[src/rtl/muldiv_sequencer.sv]
// rtl/muldiv_sequencer.sv - multi-cycle MULT/MULTU/DIV/DIVU sequencer owning HI/LO
//
// Purpose:
//   Radix-2 shift-add multiplier and restoring divider that sits beside the EX
//   stage. An op goes IDLE -> PREP -> RUN -> FIX -> DONE -> IDLE. HI/LO are
//   written at the end of FIX, or straight from PREP for a zero divisor. While
//   the unit is busy, any MFHI/MFLO, MTHI/MTLO or new op stalls the pipeline.
//
// Configuration:
//   MULDIV_EARLY_OUT_EN  when defined, multiplies leave RUN as soon as the
//                        remaining multiplier bits are all zero. Divides are
//                        unaffected.
//
// Ports:
//   clk      in   1      system clock
//   reset    in   1      synchronous, active-high
//   start    in   1      issue op this cycle
//   op       in   2      00 MULT, 01 MULTU, 10 DIV, 11 DIVU
//   rs_val   in   WIDTH  operand A / dividend
//   rt_val   in   WIDTH  operand B / divisor
//   rd_req   in   1      MFHI/MFLO waiting in ID
//   wr_hi    in   1      MTHI write request
//   wr_lo    in   1      MTLO write request
//   wr_data  in   WIDTH  MTHI/MTLO data
//   flush    in   1      cancel in-flight op
//   busy     out  1      state != IDLE
//   stall    out  1      busy & (rd_req | start | wr_hi | wr_lo)
//   done     out  1      one-cycle pulse after HI/LO were updated by an op
//   hi       out  WIDTH  HI register
//   lo       out  WIDTH  LO register

module muldiv_sequencer #(
  parameter int WIDTH = 32,
  parameter int CNT_W = 6
) (
  input  logic             clk,
  input  logic             reset,
  input  logic             start,
  input  logic [1:0]       op,
  input  logic [WIDTH-1:0] rs_val,
  input  logic [WIDTH-1:0] rt_val,
  input  logic             rd_req,
  input  logic             wr_hi,
  input  logic             wr_lo,
  input  logic [WIDTH-1:0] wr_data,
  input  logic             flush,
  output logic             busy,
  output logic             stall,
  output logic             done,
  output logic [WIDTH-1:0] hi,
  output logic [WIDTH-1:0] lo
);

  localparam logic [2:0] ST_IDLE = 3'd0;
  localparam logic [2:0] ST_PREP = 3'd1;
  localparam logic [2:0] ST_RUN  = 3'd2;
  localparam logic [2:0] ST_FIX  = 3'd3;
  localparam logic [2:0] ST_DONE = 3'd4;

  logic [2:0]       state;
  logic [1:0]       op_q;
  logic [WIDTH-1:0] a_q;      // raw rs, kept for the zero-divisor HI result
  logic [WIDTH-1:0] b_q;      // raw rt
  logic [WIDTH-1:0] d_q;      // magnitude: multiplicand (|rs|) or divisor (|rt|)
  logic [WIDTH-1:0] acc_q;    // product high half / partial remainder
  logic [WIDTH-1:0] mplr_q;   // multiplier then product low half / dividend then quotient
  logic [CNT_W-1:0] cnt_q;
  logic             sign_q;
  logic             sign_r;

  logic is_div;
  logic is_signed;
  assign is_div    = op_q[1];
  assign is_signed = ~op_q[0];

  // Operand magnitudes for the signed ops; unsigned ops pass through.
  logic [WIDTH-1:0] a_abs;
  logic [WIDTH-1:0] b_abs;
  assign a_abs = (is_signed && a_q[WIDTH-1]) ? -a_q : a_q;
  assign b_abs = (is_signed && b_q[WIDTH-1]) ? -b_q : b_q;

  // One iteration of each algorithm.
  logic [WIDTH:0]   mul_sum;
  logic [WIDTH-1:0] mul_acc_n;
  logic [WIDTH-1:0] mul_mplr_n;
  logic [WIDTH:0]   div_rem_sh;
  logic [WIDTH:0]   div_diff;
  logic             div_ge;
  logic [WIDTH-1:0] div_rem_n;
  logic [WIDTH-1:0] div_quot_n;

  always_comb begin
    // Keep the add carry: it becomes the top bit after the right shift.
    mul_sum    = {1'b0, acc_q} + (mplr_q[0] ? {1'b0, d_q} : {(WIDTH+1){1'b0}});
    mul_acc_n  = mul_sum[WIDTH:1];
    mul_mplr_n = {mul_sum[0], mplr_q[WIDTH-1:1]};

    // Remainder is always < divisor, so the shifted value fits in WIDTH+1 bits
    // and the borrow out of the subtraction is the "remainder < divisor" flag.
    div_rem_sh = {acc_q, mplr_q[WIDTH-1]};
    div_diff   = div_rem_sh - {1'b0, d_q};
    div_ge     = ~div_diff[WIDTH];
    div_rem_n  = div_ge ? div_diff[WIDTH-1:0] : div_rem_sh[WIDTH-1:0];
    div_quot_n = {mplr_q[WIDTH-2:0], div_ge};
  end

  // Sign correction applied in FIX.
  logic [2*WIDTH-1:0] prod;
  logic [2*WIDTH-1:0] fix_prod;
  logic [WIDTH-1:0]   fix_quot;
  logic [WIDTH-1:0]   fix_rem;
  logic [WIDTH-1:0]   fix_hi;
  logic [WIDTH-1:0]   fix_lo;

  always_comb begin
    prod     = {acc_q, mplr_q};
    fix_prod = (is_signed && sign_q) ? -prod : prod;
    fix_quot = (is_signed && sign_q) ? -mplr_q : mplr_q;
    fix_rem  = (is_signed && sign_r) ? -acc_q : acc_q;
    fix_hi   = is_div ? fix_rem  : fix_prod[2*WIDTH-1:WIDTH];
    fix_lo   = is_div ? fix_quot : fix_prod[WIDTH-1:0];
  end

  logic early_exit;
`ifdef MULDIV_EARLY_OUT_EN
  // After this cycle's shift, the cnt_q not-yet-consumed multiplier bits sit
  // in mul_mplr_n[cnt_q-1:0]. If they are all zero the remaining iterations
  // would only shift, so do all of those shifts at once.
  logic [WIDTH-1:0]   rem_mask;
  logic [2*WIDTH-1:0] early_prod;
  assign rem_mask   = ~({WIDTH{1'b1}} << cnt_q);
  assign early_exit = ~is_div && ((mul_mplr_n & rem_mask) == {WIDTH{1'b0}});
  assign early_prod = {mul_acc_n, mul_mplr_n} >> cnt_q;
`else
  assign early_exit = 1'b0;
`endif

  always_ff @(posedge clk) begin
    if (reset) begin
      state  <= ST_IDLE;
      op_q   <= 2'b00;
      a_q    <= '0;
      b_q    <= '0;
      d_q    <= '0;
      acc_q  <= '0;
      mplr_q <= '0;
      cnt_q  <= '0;
      sign_q <= 1'b0;
      sign_r <= 1'b0;
      hi     <= '0;
      lo     <= '0;
    end else begin
      // MTHI/MTLO land only while idle; during busy they are held off by stall.
      if (state == ST_IDLE) begin
        if (wr_hi) hi <= wr_data;
        if (wr_lo) lo <= wr_data;
      end

      if (flush) begin
        state <= ST_IDLE;
      end else begin
        case (state)
          ST_IDLE: begin
            if (start) begin
              op_q  <= op;
              a_q   <= rs_val;
              b_q   <= rt_val;
              state <= ST_PREP;
            end
          end

          ST_PREP: begin
            sign_q <= a_q[WIDTH-1] ^ b_q[WIDTH-1];
            sign_r <= a_q[WIDTH-1];
            acc_q  <= '0;
            cnt_q  <= CNT_W'(WIDTH - 1);
            if (is_div) begin
              d_q    <= b_abs;
              mplr_q <= a_abs;
            end else begin
              d_q    <= a_abs;
              mplr_q <= b_abs;
            end
            if (is_div && (b_q == '0)) begin
              hi    <= a_q;
              lo    <= '1;
              state <= ST_DONE;
            end else begin
              state <= ST_RUN;
            end
          end

          ST_RUN: begin
            if (is_div) begin
              acc_q  <= div_rem_n;
              mplr_q <= div_quot_n;
            end else begin
`ifdef MULDIV_EARLY_OUT_EN
              if (early_exit) begin
                {acc_q, mplr_q} <= early_prod;
              end else begin
                {acc_q, mplr_q} <= {mul_acc_n, mul_mplr_n};
              end
`else
              {acc_q, mplr_q} <= {mul_acc_n, mul_mplr_n};
`endif
            end
            if ((cnt_q == '0) || early_exit) begin
              state <= ST_FIX;
            end else begin
              cnt_q <= cnt_q - 1'b1;
            end
          end

          ST_FIX: begin
            hi    <= fix_hi;
            lo    <= fix_lo;
            state <= ST_DONE;
          end

          ST_DONE: state <= ST_IDLE;

          default: state <= ST_IDLE;
        endcase
      end
    end
  end

  assign busy  = (state != ST_IDLE);
  assign done  = (state == ST_DONE);
  assign stall = busy & (rd_req | start | wr_hi | wr_lo);

endmodule

[config.mk]
export PLATFORM = sky130hd
export DESIGN_NAME = muldiv_sequencer
export DESIGN_NICKNAME = d
export VERILOG_FILES = /design/src/rtl/muldiv_sequencer.sv
export SDC_FILE = /design/constraint.sdc
export NUM_CORES = 1
export LEC_CHECK = 0
export CAP_MARGIN = 15
export CORE_UTILIZATION = 37
export DETAILED_ROUTE_END_ITERATION = 6
export GPL_TIMING_DRIVEN = 0
export SLEW_MARGIN = 20
export SYNTH_ARGS = -nofsm -noshare
export SYNTH_HDL_FRONTEND = slang
export SYNTH_SLANG_ARGS = --single-unit
[constraint.sdc]
create_clock -name clk -period 4.2 [get_ports clk]
set_input_delay 0.84 -clock clk [delete_from_list [all_inputs] [get_ports clk]]
set_output_delay 0.84 -clock clk [all_outputs]
set_load 0.005 [all_outputs]
==> impl_metrics.py, run 1 <==
metrics = {
    "run_status": {
        "outcome": "complete, but fails checks",
        "violations": "design-rule violations",
    },
    "place": {
        "portBuffers": 170,
        "routabilityCongestion": 1.01,
        "post-place-ws_ps": -387,
        "dp.final_hpwl_mm": 62.2,
        "place_area_mm2": 0.0199,
    },
    "setup_path": {
        "endpoint_kind": "flop",
        "startpoint": "mplr_q[31]",
        "crit_type": "flop to flop",
        "r2r_start": "mplr_q[31]",
        "cp.depth": 15,
        "cp_data_required_time_ps": 4680,
        "startpoint_type": "flop",
        "cp_top_family": "compound AO/OA/AOI/OAI gates",
        "crit_chain": "inv_1 -> ha_1 -> fa_1 -> and2b_1 -> o31a_1 -> o21ai_2 -> a31oi_4 -> a211oi_4 -> o31ai_4 -> buf_4 -> xnor2_4 -> buf_4 -> mux2i_1 -> mux2i_1 -> a32o_1",
        "cp_num_buf_inv": 3,
        "reg2regPathDepth": 15,
        "cp_slowest_cell": "dfxtp_1",
        "slowest_delay_ps": 410,
        "crit_fanout": 10,
        "arrival_ps": 4510,
        "crit_path_end": "acc_q[13]",
        "r2r_setup_slack_ps": 170,
        "reg2reg_to": "acc_q[13]",
    },
    "synth": {
        "async_flop_share_pct": 0,
        "synth_area_leaders": "dfxtp_1, a21oi_1, nand2_1",
        "synth_top_family_by_area": "compound AO/OA/AOI/OAI gates",
        "syn-num-nets": 2567,
        "synth_edf_count": 0,
        "synth_area_mm2": 0.0174,
        "synth_compound_area_share_pct": 26.9,
        "ys.flop_type": "dfxtp_1",
        "synth_area_per_cell_um2": 7.29,
        "synth.area.mux_share_pct": 5.14,
        "syn_inst": 2390,
        "synthAdderAreaFrac_pct": 5.25,
        "ys_types": 97,
        "synth_xor_area_share_pct": 8.80,
        "synth-seq-cells": 237,
        "yosys-top-cells-count": "nand2_1, a21oi_1, nor2_1",
        "synth_warnings": 0,
        "synth_seq_area_share_pct": 27.2,
        "synth.most_common_cell": "nand2_1",
        "yosys.area_share.simple_pct": 21.3,
        "synth_top_area_share_pct": 27.2,
        "synth_top_cell_by_area": "dfxtp_1",
    },
    "global_route": {
        "antenna_found_initial": 4,
        "grt_usage_pct": 31.9,
        "grt_max_degree": 16,
        "grt_pass1_wl_mm": 114,
        "grt_pass1_vias": 18092,
        "grt_overflow": 0,
    },
    "detailed_routing": {
        "drtIter0Drc": 2332,
        "totalWireLength_mm": 77.9,
        "drtAntennaViolNets": 0,
        "detail_route.wl_per_cell_um": 24.2,
        "viasPerCell": 5.97,
        "first_pass_iters": 7,
        "drc": 26,
        "dr_total_vias": 19209,
    },
    "floorplan": {
        "fp-row-count": 79,
        "die_h_um": 219,
        "ios": 172,
        "die-area_mm2": 0.0480,
        "core-area_mm2": 0.0466,
        "start_util_pct": 37.4,
        "die_x_um": 219,
    },
    "cells_and_area": {
        "area_delta_synth_final_pct": 20.3,
        "fin_util_pct": 45.0,
        "final_area_mm2": 0.0210,
        "layout.nets": 2769,
        "drive_gt1_share_pct": 5.21,
    },
    "timing": {
        "fin_crit_sh_pct": 95.9,
        "setup_violations": 0,
        "rsz0062_at_grt": "false",
        "timing.final.ws_setup_ps": 174,
        "tightest_slew_ps": 1130,
        "fin_crit_ps": 4030,
        "slew_headroom_pct": 24.7,
        "finalClockSkew_ps": 17.7,
        "fin_tns_setup_ps": 0,
        "fmaxAchievable_ghz": 0.248,
        "finalMaxSlewViolations": 0,
        "hold_viol": 0,
    },
    "clock_network": {
        "cts-buffers-inserted": 29,
        "cts_tree": "built",
        "cts_hold_buf": 0,
        "insertion_delay_ps": 590,
        "htreeDepth": 1,
        "cts.sinks": 237,
        "clk_pin_slew_worst_paths_ps": 60,
        "clockBufferDepth": 3,
        "root_buffer": "clkbuf_16",
    },
    "worst_hold_path": {
        "hold_class": "flop to flop",
        "hp-start": "d_q[2]",
    },
    "power_and_ir_drop": {
        "power_density_mw_per_mm2": 315,
        "power_mw": 6.60,
        "power.leakage_nw": 8.05,
        "peakVddDrop_mv": 0.315,
    },
    "flow_run": {
        "cap_viol_max_count": 0,
    },
}
worst min-delay path: cells and delay by family, from the launching register on:
family / cells / cell delay (ps)
flops: 1 / 310
simple gates: 1 / 50
compound gates: 1 / 50
layer usage:
layer | track usage [%] | routed length, um
met1 | 44.1 | 33600
met2 | 49.2 | 33600
met3 | 5.28 | 7430
met4 | 12.4 | 3320
met5 | 0 | 13
timing repair:
| item | 4_1_cts | 5_1_grt |
|---|---|---|
| resized for setup | 3 | 6 |
| buffers inserted | 0 | 2 |
| setup endpoints to repair | 10 | 25 |
| pin swaps | 1 | 1 |
per-stage QoR:
step           instances  hold WS [ps]
4_1_cts             3217           460
3_3_place_gp        3167           446
5_1_grt             3219           496
2_1_floorplan       2390           432
6_report            3220           461
3_5_place_dp        3167           453
flip-flops by register name, summed over array words and instances, names as in the netlist:
register	flops
a_q	32
acc_q	32
b_q	32
cnt_q	6
d_q	32
hi	32
lo	32
mplr_q	32
op_q	2
sign_q	1
sign_r	1
state	3
cell usage in the layout (no fill, tap or decap), drive strengths merged, types with 17 or more instances in the layout:
cell,n
nand3,23
clkdlybuf4s50,170
a21oi,343
a221oi,17
dfxtp,237
o21ai,140
nor2,247
buf,48
mux2i,76
clkbuf,148
o211ai,24
ha,70
xnor2,83
o22ai,46
nor4,21
inv,70
xor2,90
a31oi,19
nand2,351
a211oi,40
o31ai,25
nor3,50
a21o,21
nor2b,23
nand2b,18
power by group:
| part | internal, mW | total (mW) | switching (mW) | leakage [nW] |
|---|---|---|---|---|
| Combinational | 0.551 | 1.40 | 0.846 | 5.63 |
| Clock | 1.63 | 2.76 | 1.13 | 0.492 |
| Sequential | 2.33 | 2.45 | 0.112 | 1.93 |
worst min path at each step:
stage	to	cells after the start	slack, ps
2_1_floorplan	d_q[2]	2	430
3_3_place_gp	d_q[2]	2	450
3_5_place_dp	d_q[4]	2	450
4_1_cts	d_q[4]	2	460
5_1_grt	d_q[13]	2	500
6_report	d_q[2]	2	460
layout make-up:
cell class | count | area, um^2
antenna | 1 | 2.50
buffer | 160 | 684
clock buffer | 34 | 774
clock inverter | 17 | 245
fill | 4793 | 25600
inverter | 68 | 255
multi-input combinational | 1924 | 11800
sequential | 237 | 4750
tap | 607 | 759
timing repair buffer | 172 | 1720
logic make-up after synthesis:
kind of cell / after synthesis
flops: 237
buf+inv: 229
fa+ha+maj: 72
simple gates: 821
mux: 87
compound gates: 771
xor+xnor: 173
(Power assumes the default switching activity.)
==> run 2: changes to the inputs <==
==> constraint.sdc (replaced) <==
create_clock -name clk -period 4.2 [get_ports clk]
set_input_delay 0.42 -clock clk [delete_from_list [all_inputs] [get_ports clk]]
set_output_delay 0.42 -clock clk [all_outputs]
set_load 0.005 [all_outputs]
==> results of run 2 <==
Same layout as run 1 (identical final DEF). Status: complete, but fails checks: design-rule violations.
Among the figures that moved: clock-pin slew on the worst setup and hold paths 60 ps -> 70 ps; hold slack 461 ps -> 378 ps; end point of the worst hold path d_q[2] -> b_q[14]
